## src/rtl/coin_scheduler.sv

```systemverilog
// coin_scheduler: loads per-level coin positions from the coin ROM, re-arms the coin bank and tracks collection.
// Optional COIN_SCORE_EN adds a saturating 16-bit score output.
//
// state     | meaning
// S_IDLE    | after reset, waiting for the first level_load
// S_LOAD    | walking slots 0..NUM_COINS-1 through the ROM, latching positions one cycle later
// S_REFRESH | one-cycle re-arm pulse to every coin
// S_ACTIVE  | play: counting remaining coins, pulsing on new collections
// S_DONE    | every valid coin collected
module coin_scheduler #(
    parameter int NUM_COINS = 8,
    parameter int LEVEL_W   = 3
) (
    input  logic                                  frame_clk,
    input  logic                                  Reset_n,
    input  logic                                  level_load,
    input  logic [LEVEL_W-1:0]                    level,
    input  logic                                  player_death,
    output logic [LEVEL_W+$clog2(NUM_COINS)-1:0]  rom_addr,
    input  logic [19:0]                           rom_data,
    output logic [10*NUM_COINS-1:0]               coin_x,
    output logic [10*NUM_COINS-1:0]               coin_y,
    output logic                                  refresh,
    input  logic [NUM_COINS-1:0]                  collected,
    output logic [4:0]                            coins_remaining,
    output logic                                  collect_pulse,
    output logic                                  all_collected,
    output logic                                  busy
`ifdef COIN_SCORE_EN
    ,
    output logic [15:0]                           score
`endif
);

    localparam int SW = $clog2(NUM_COINS);
    localparam logic [SW:0] CNT_ONE  = {{SW{1'b0}}, 1'b1};
    localparam logic [SW:0] CNT_LAST = {1'b1, {SW{1'b0}}};

    typedef enum logic [2:0] {S_IDLE, S_LOAD, S_REFRESH, S_ACTIVE, S_DONE} state_t;

    state_t                 r_state;
    state_t                 w_next;
    logic [SW:0]            r_cnt;
    logic [LEVEL_W-1:0]     r_lvl;
    logic [NUM_COINS-1:0]   r_valid;
    logic [NUM_COINS-1:0]   r_prev;
    logic [10*NUM_COINS-1:0] r_x;
    logic [10*NUM_COINS-1:0] r_y;
    logic [4:0]             r_remaining;
    logic                   r_pulse;
    logic                   r_first;
    logic [NUM_COINS-1:0]   w_edges;
    logic [4:0]             w_pop_rem;
    logic [4:0]             w_pop_edge;
    logic [SW-1:0]          w_slot;

    assign w_edges = collected & ~r_prev & r_valid;
    // ROM data arriving now belongs to the slot addressed in the previous cycle
    assign w_slot  = r_cnt[SW-1:0] - SW'(1);

    always_comb begin
        w_pop_rem  = '0;
        w_pop_edge = '0;
        for (int i = 0; i < NUM_COINS; i++) begin
            w_pop_rem  = w_pop_rem + 5'(r_valid[i] & ~collected[i]);
            w_pop_edge = w_pop_edge + 5'(w_edges[i]);
        end
    end

    always_ff @(posedge frame_clk or negedge Reset_n) begin
        if (!Reset_n) r_state <= S_IDLE;
        else          r_state <= w_next;
    end

    always_comb begin
        w_next = r_state;
        if (level_load) begin
            w_next = S_LOAD;
        end else begin
            case (r_state)
                S_LOAD:    if (r_cnt == CNT_LAST) w_next = S_REFRESH;
                S_REFRESH: w_next = S_ACTIVE;
                S_ACTIVE: begin
                    if (player_death)                        w_next = S_REFRESH;
                    else if (!r_first && r_remaining == '0)  w_next = S_DONE;
                end
                S_DONE:    if (player_death) w_next = S_REFRESH;
                default:   ;
            endcase
        end
    end

    always_comb begin
        rom_addr      = '0;
        refresh       = 1'b0;
        busy          = 1'b0;
        all_collected = 1'b0;
        case (r_state)
            S_LOAD: begin
                busy = 1'b1;
                if (!r_cnt[SW]) rom_addr = {r_lvl, r_cnt[SW-1:0]};
            end
            S_REFRESH: begin
                busy    = 1'b1;
                refresh = 1'b1;
            end
            S_DONE:  all_collected = 1'b1;
            default: ;
        endcase
    end

    always_ff @(posedge frame_clk or negedge Reset_n) begin
        if (!Reset_n) begin
            r_cnt       <= '0;
            r_lvl       <= '0;
            r_valid     <= '0;
            r_prev      <= '0;
            r_x         <= '0;
            r_y         <= '0;
            r_remaining <= '0;
            r_pulse     <= 1'b0;
            r_first     <= 1'b0;
        end else if (level_load) begin
            r_lvl       <= level;
            r_cnt       <= '0;
            r_valid     <= '0;
            r_prev      <= '0;
            r_remaining <= '0;
            r_pulse     <= 1'b0;
            r_first     <= 1'b0;
        end else begin
            r_first <= (r_state == S_REFRESH);
            r_pulse <= 1'b0;
            case (r_state)
                S_LOAD: begin
                    r_cnt <= r_cnt + CNT_ONE;
                    if (r_cnt != '0) begin
                        r_x[10*w_slot +: 10] <= rom_data[19:10];
                        r_y[10*w_slot +: 10] <= rom_data[9:0];
                        r_valid[w_slot]      <= (rom_data != '0);
                    end
                end
                S_REFRESH: r_prev <= '0;
                S_ACTIVE: begin
                    r_remaining <= w_pop_rem;
                    r_prev      <= collected;
                    r_pulse     <= !player_death && (w_edges != '0);
                end
                S_DONE: begin
                    r_remaining <= w_pop_rem;
                    r_prev      <= collected;
                end
                default: ;
            endcase
        end
    end

    assign coin_x          = r_x;
    assign coin_y          = r_y;
    assign coins_remaining = r_remaining;
    assign collect_pulse   = r_pulse;

`ifdef COIN_SCORE_EN
    logic [15:0] r_score;
    logic [15:0] r_earned;
    logic [7:0]  w_gain;
    logic [16:0] w_score_sum;
    logic [16:0] w_earned_sum;

    assign w_gain       = {w_pop_edge, 3'b000} + {2'b00, w_pop_edge, 1'b0};
    assign w_score_sum  = {1'b0, r_score} + {9'b0, w_gain};
    assign w_earned_sum = {1'b0, r_earned} + {9'b0, w_gain};

    // r_earned is what a death takes back: points gained since the last re-arm
    always_ff @(posedge frame_clk or negedge Reset_n) begin
        if (!Reset_n) begin
            r_score  <= '0;
            r_earned <= '0;
        end else if (level_load) begin
            r_earned <= '0;
        end else if (player_death && (r_state == S_ACTIVE || r_state == S_DONE)) begin
            r_score  <= (r_score > r_earned) ? (r_score - r_earned) : '0;
            r_earned <= '0;
        end else if (r_state == S_ACTIVE) begin
            r_score  <= w_score_sum[16]  ? 16'hFFFF : w_score_sum[15:0];
            r_earned <= w_earned_sum[16] ? 16'hFFFF : w_earned_sum[15:0];
        end else if (r_state == S_REFRESH) begin
            r_earned <= '0;
        end
    end

    assign score = r_score;
`endif

endmodule
```

## config.mk

```make
export PLATFORM = sky130hd
export DESIGN_NAME = coin_scheduler
export DESIGN_NICKNAME = d
export VERILOG_FILES = /design/src/rtl/coin_scheduler.sv
export SDC_FILE = /design/constraint.sdc
export NUM_CORES = 1
export LEC_CHECK = 0
export CAP_MARGIN = 0
export CORE_MARGIN = 2
export CORE_UTILIZATION = 29
export DETAILED_ROUTE_END_ITERATION = 7
export SETUP_SLACK_MARGIN = 0.4
export SYNTH_ARGS = -nofsm -noshare
export SYNTH_HDL_FRONTEND = slang
export SYNTH_SLANG_ARGS = --single-unit
```

## constraint.sdc

```tcl
create_clock -name frame_clk -period 10.6 [get_ports frame_clk]
set_input_delay 1.59 -clock frame_clk [delete_from_list [all_inputs] [get_ports frame_clk]]
set_output_delay 1.59 -clock frame_clk [all_outputs]
set_load 0.01 [all_outputs]
```

### Yosys cells after proc, flatten, opt, wreduce, memory -nomap -nowiden

Cells that the tools add are included.

* equality and inequality tests: 8
* divide/modulo/power cells: 0
* reduce and logical (&&, ||, !) cells: 19
* multiply operators: 1
* shift-type cells: 3
* magnitude comparators: 2
* mux-type cells: 28
* $add $sub $neg: 10
* bitwise gates (word level): 20

Operator list (count)
* bitwise mux 80 bit: 2
* indexed part select 10 x 34 -> 80 bit: 2
* variable shift 10 x 34 -> 80 bit, first input constant: 1
* bitwise AND 1 x 5 -> 5 bit: 8
* NOT 1 -> 5 bit: 8
* adder 5 bit: 7
* negation 7 -> 34 bit: 1
* two-way mux 8 bit: 4
* nonzero test 20 bit: 1
* bitwise AND 8 bit: 2
* one-hot mux 8 bit (2 select lines): 1
* two-way mux 3 bit: 5
* two-way mux 6 bit: 2
* one-hot mux 3 bit (4 select lines): 1
* two-way mux 5 bit: 2
* bitwise mux 8 bit: 1
* two-way mux 4 bit: 2
* NOT 8 bit: 1
* nonzero test 8 bit: 1
* two-way mux 1 bit: 7
* == test 3 x 2 -> 1 bit, second input constant: 2
* multiplier 3 x 3 -> 6 bit, first input constant: 1
* inequality test 3 bit, second input constant: 2
* nonzero test 2 bit: 3
* 20 further kinds: 24

* flip-flop bits (word level): 193
* latch bits: 0
* memories kept: 0
* bits in writable memories: 0
* bits in read-only memories: 0
* input bits: 35

### Longest topological paths before layout

* depth after elaboration: 11
* mapped depth: 19

### Worst setup path before layout

Ideal clock, no wire load.

* path type: input to register
* start point: in collected[0]
* end point: reg r_remaining[2] (netlist: coins_remaining[2])
* stages: 10
* slack: 6327 ps
* buffers on the path: 0
* arrival: 4179 ps
* required time: 10506 ps
* setup time: 94 ps
* path through: nor2b_1 fa_1 inv_1 fa_1 fa_1 inv_1 ha_1 fa_1 xnor2_1 a211oi_1

* cells in the longest elaborated chain, start to end: 11

Ends and longest elaborated chain
* from (decl): line 24 `input logic [NUM_COINS-1:0] collected,`
* NOT 1 -> 5 bit: line 65 `w_pop_rem = w_pop_rem + 5'(r_valid[i] & ~collected[i]);`
* bitwise AND 1 x 5 -> 5 bit: line 65
* adder 5 bit (7 in a row): line 65
* two-way mux 5 bit: line 134 `case (r_state)`
* two-way mux 5 bit: line 123 `end else if (level_load) begin`
* to (signal assigned): line 145 `r_remaining <= w_pop_rem;`
* to (signal assigned): line 150 `r_remaining <= w_pop_rem;`
* to (decl): line 49 `logic [4:0] r_remaining;`

No other way between the ends. The select of a mux whose other input is x is not followed.
A chain may end at the register's enable or synchronous reset.

### Final worst setup path

* start point: reg r_cnt[0]
* end point: reg r_y[12] (netlist: coin_y[12])

* cells in the longest elaborated chain, start to end: 5
* elaborated cells on any way between the ends: 8

Ends and longest elaborated chain
* from (decl): line 43 `logic [SW:0] r_cnt;`
* from (signal assigned): line 136 `r_cnt <= r_cnt + CNT_ONE;`
* subtractor 3 x 1 -> 3 bit: line 59 `assign w_slot = r_cnt[SW-1:0] - SW'(1);`
* multiplier 3 x 3 -> 6 bit: line 139 `r_y[10*w_slot +: 10] <= rom_data[9:0];`
* negation 7 -> 34 bit: line 139
* indexed part select 10 x 34 -> 80 bit or variable shift 10 x 34 -> 80 bit (tied branches): line 139
* bitwise mux 80 bit: line 139
* to (signal, indexed assignment): line 139
* to (decl): line 48 `logic [10*NUM_COINS-1:0] r_y;`

Parallel ways exist; a longest one is shown, timed or not.

==> metrics.log <==
INFO  metric fp.dieH = 195.3 um
INFO  metric critPathArrivalTime = 6.05 ns
INFO  metric cts_tree = yes
INFO  metric worstSetupStartpointType = flip-flop
INFO  metric grt_max_degree = 69
INFO  metric count_of_flip_flops_with_a_built_in_enable_after_synthesis = 0
INFO  metric worst_vdd_ir = about 0.12 mV
INFO  metric num-nets-final = 1235
INFO  metric gate_count_post_synth = 1001
INFO  metric timing.max_cap.violations = 0
INFO  metric drcViolationCount = 0
INFO  metric worstPathCellList = buf_4 -> inv_1 -> ha_1 -> buf_4 -> clkinv_1 -> nand2_1 -> inv_1 -> ha_1 -> nor4b_2 -> and2_1 -> ha_1 -> nand2_1 -> nor2_1 -> and2_0 -> mux2_2
INFO  metric drv_slew = 0
INFO  metric postSynthNetCount = ~1100
INFO  metric timing.critical_path.max_delay_family = simple AND/OR/NAND/NOR gates
INFO  metric ctsRootBufferMaster = clkbuf_16
INFO  metric min_path_type = flip-flop to flip-flop
INFO  metric synth_seq_cells = 192
INFO  metric overflow = 0
INFO  metric setup_viol_count_final = 0
INFO  metric power_density = 267.3 mW/mm^2
INFO  metric synth.avg_cell_area = 10.61 sq um
INFO  metric final_period_minus_worst_setup_slack = 5.725 ns
INFO  metric synth.area.top_cells = dfrtp_1 45%, mux2_2 16%, nand2_1 3.3%
INFO  metric synth_sequential_area_ratio = 0.4526
INFO  metric buffer_ports.inserted = 208
INFO  metric fin_skew = between 0.015 and 0.02 ns
INFO  metric hold_violations = 0
INFO  metric total_power = 3.668 mW
INFO  metric dieArea = 0.03816 sq mm
INFO  metric grt_pass1_vias = 8679
INFO  metric critPathBufInv = 5
INFO  metric data_required_time_at_the_worst_endpoint = 10.93 ns
INFO  metric timing.critical_path.slowest_stage_cell = ha_1
INFO  metric crit_fanout = 56
INFO  metric antenna_cells_inserted = 0
INFO  metric tightest_slew = 1.084 ns
INFO  metric synth-warning-count = 0
INFO  metric outcome = complete, no violations
INFO  metric setup-tns-final = 0 ns
INFO  metric fin_ws = 4.875 ns
INFO  metric num_cts_buffers = 17
INFO  metric multi_input_area = ~0.0055 sq mm
INFO  metric critPathMostFrequentCell = ha_1
INFO  metric synth-main-ff-cell = dfrtp_1
INFO  metric initial_core_util = 0.2921
INFO  metric synth.lib_cells_used.distinct = 74
INFO  metric detailedRoute.firstPassIterationCount = 5
INFO  metric syn-cell-area = 0.01062 sq mm
INFO  metric layout-drive-gt1-share = 0.2030
INFO  metric grt_first_pass_wirelength = 55300 um
INFO  metric cts.reportedPaths.clkPinSlew = 0.08 ns
INFO  metric max_stage_delay = about 0.63 ns
INFO  metric synth_top_area_cell = dfrtp_1
INFO  metric pre_cts_slack = 4.943 ns
INFO  metric clkLatencyLatePin = 0.45 ns
INFO  metric detailed_place_hpwl = 27310 um
INFO  metric grt_antenna_before_repair = 0
INFO  metric cts_hold_buf = 0
INFO  metric timing_worst_setup_path_type = flip-flop to flip-flop
INFO  metric drt.antenna.violating_nets = 0
INFO  metric relSlewSlack = 0.2761
INFO  metric proportion_of_netlist_area_held_by_the_largest_area_contributor = 0.4526
INFO  metric ctsResizeCount = 0
INFO  metric fmax = 174.7 MHz
INFO  metric io-pin-count = 210
INFO  metric total_routed_length = 36300 um
INFO  metric regArea = 0.004805 sq mm
INFO  metric drtIter0Drc = 689
INFO  metric fillers = 3554
INFO  metric leakagePower = 5.851 nW
INFO  metric tot_gr_track_use = 0.1905
INFO  metric post-route-period-util = 0.5401
INFO  metric synth.most_common_cell = dfrtp_1
INFO  metric wire_per_inst = 21.80 um
INFO  metric gp_congestion = between 0.9 and 1
INFO  metric core.rowCount = 70
INFO  metric rsz0062_at_grt = false
INFO  metric routed-via-count = 8861
INFO  metric cts-htree-levels = 4
INFO  metric vias_per_cell = 5.322
INFO  metric end_kind = flip-flop
INFO  metric die_width = slightly below 200 um
INFO  metric fp.coreArea = 0.03635 sq mm
INFO  metric fin_util = 0.3775
INFO  metric syn_to_final_growth = 29.23%
INFO  metric postCtsSetupBuffers = 0
INFO  metric clkSinkCount = ~190
INFO  metric max_root_sink_buffers = 2
INFO  metric netlist_top_cells_count = 192 x dfrtp_1, 154 x mux2_2, 94 x nand2_1, 70 x nor2_1, 43 x o21ai_0
INFO  metric synth-async-reset-ratio = 1.000
[area by class of cell]
| cell class | instances | share of cell area |
|---|---|---|
| Sequential cell | 192 | 0.3502 |
| Tap cell | 468 | 0.04268 |
| Clock inverter | 13 | 0.008846 |
| Clock buffer | 19 | 0.03228 |
| Inverter | 25 | 0.006840 |
| Timing Repair Buffer | 222 | 0.1597 |
| Multi-Input combinational cell | 726 | 0.3995 |
[worst register-to-register path, cell delays in order (launching register included)]
cell and delay [ns]:
dfrtp_1 0.33, buf_4 0.46, inv_1 0.41, ha_1 0.40, buf_4 0.45, clkinv_1 0.40, nand2_1 0.18, inv_1 0.06
ha_1 0.29, nor4b_2 0.30, and2_1 0.18, ha_1 0.63, nand2_1 0.36, nor2_1 0.42, and2_0 0.38, mux2_2 0.38
[report_power, final]
part	total, mW	switching (mW)	internal (mW)
logic	1.94	1.09	0.851
clock network	0.632	0.315	0.317
registers	1.10	0.144	0.956
[worst paths after layout]
path / from / to / slack (ns) / cells after the start
min in group asynchronous: Reset_n / coin_y[13] / 1.13 / 1
setup / recovery: r_cnt[0] / coin_y[12] / 4.87 / 15
max in group asynchronous: Reset_n / coin_x[62] / 8.21 / 2
hold / removal: coin_x[0] / coin_x[0] / 0.48 / 2
setup reg to reg: r_cnt[0] / coin_y[12] / 4.87 / 15
hold reg to reg: coin_x[0] / coin_x[0] / 0.48 / 2
[registers in the layout, summed over array words and instances, names as in the netlist]
name and count:
r_state 3, r_cnt 4, r_valid 8, coin_x 80, coin_y 80, r_prev 8, coins_remaining 4, collect_pulse 1
r_lvl 3, r_first 1
[cell usage in the layout (no fill, tap or decap), types with 11 or more instances in the layout]
cell type	count
nor2_1	70
ha_1	12
o31ai_1	18
and3_1	19
o22ai_1	21
nand4_1	11
nand2_1	94
and2_1	13
mux2i_1	28
mux2_2	154
clkdlybuf4s50_1	207
nand3_1	30
buf_4	14
nor2b_1	19
a21oi_1	32
o21ai_0	43
dfrtp_1	192
inv_1	23
clkbuf_16	17
[cells by family (layout without fill, tap and decap cells)]
logic type | Yosys count | in the layout | share of synthesized area
XOR/XNOR | 5 | 5 | 0.004126
flip-flops | 192 | 192 | 0.4526
adder cells (fa/ha/maj) | 16 | 16 | 0.02169
AO/OA/AOI/OAI | 191 | 191 | 0.1215
other | 1 | 1 | 0.0003532
AND/OR/NAND/NOR | 321 | 321 | 0.1590
buffers and inverters | 83 | 279 | 0.03194
multiplexers | 192 | 192 | 0.2088
[through the flow]
step	area, sq um	instances	hold slack (ns)
after floorplan	10620	1001	0.4721
after global placement	13160	1633	0.4722
after detailed placement	13160	1633	0.4674
after CTS	13720	1665	0.4856
after global routing	13720	1665	0.5192
final	13720	1665	0.4783
[per-layer routing]
layer	vias up	track usage	routed length (um)
li1	4035	-	-
met5	-	0	0
met4	0	0.05513	833
met2	324	0.2939	16520
met1	4460	0.2740	16750
met3	42	0.03282	2201
Note: power is estimated with default switching activity, not from simulation.
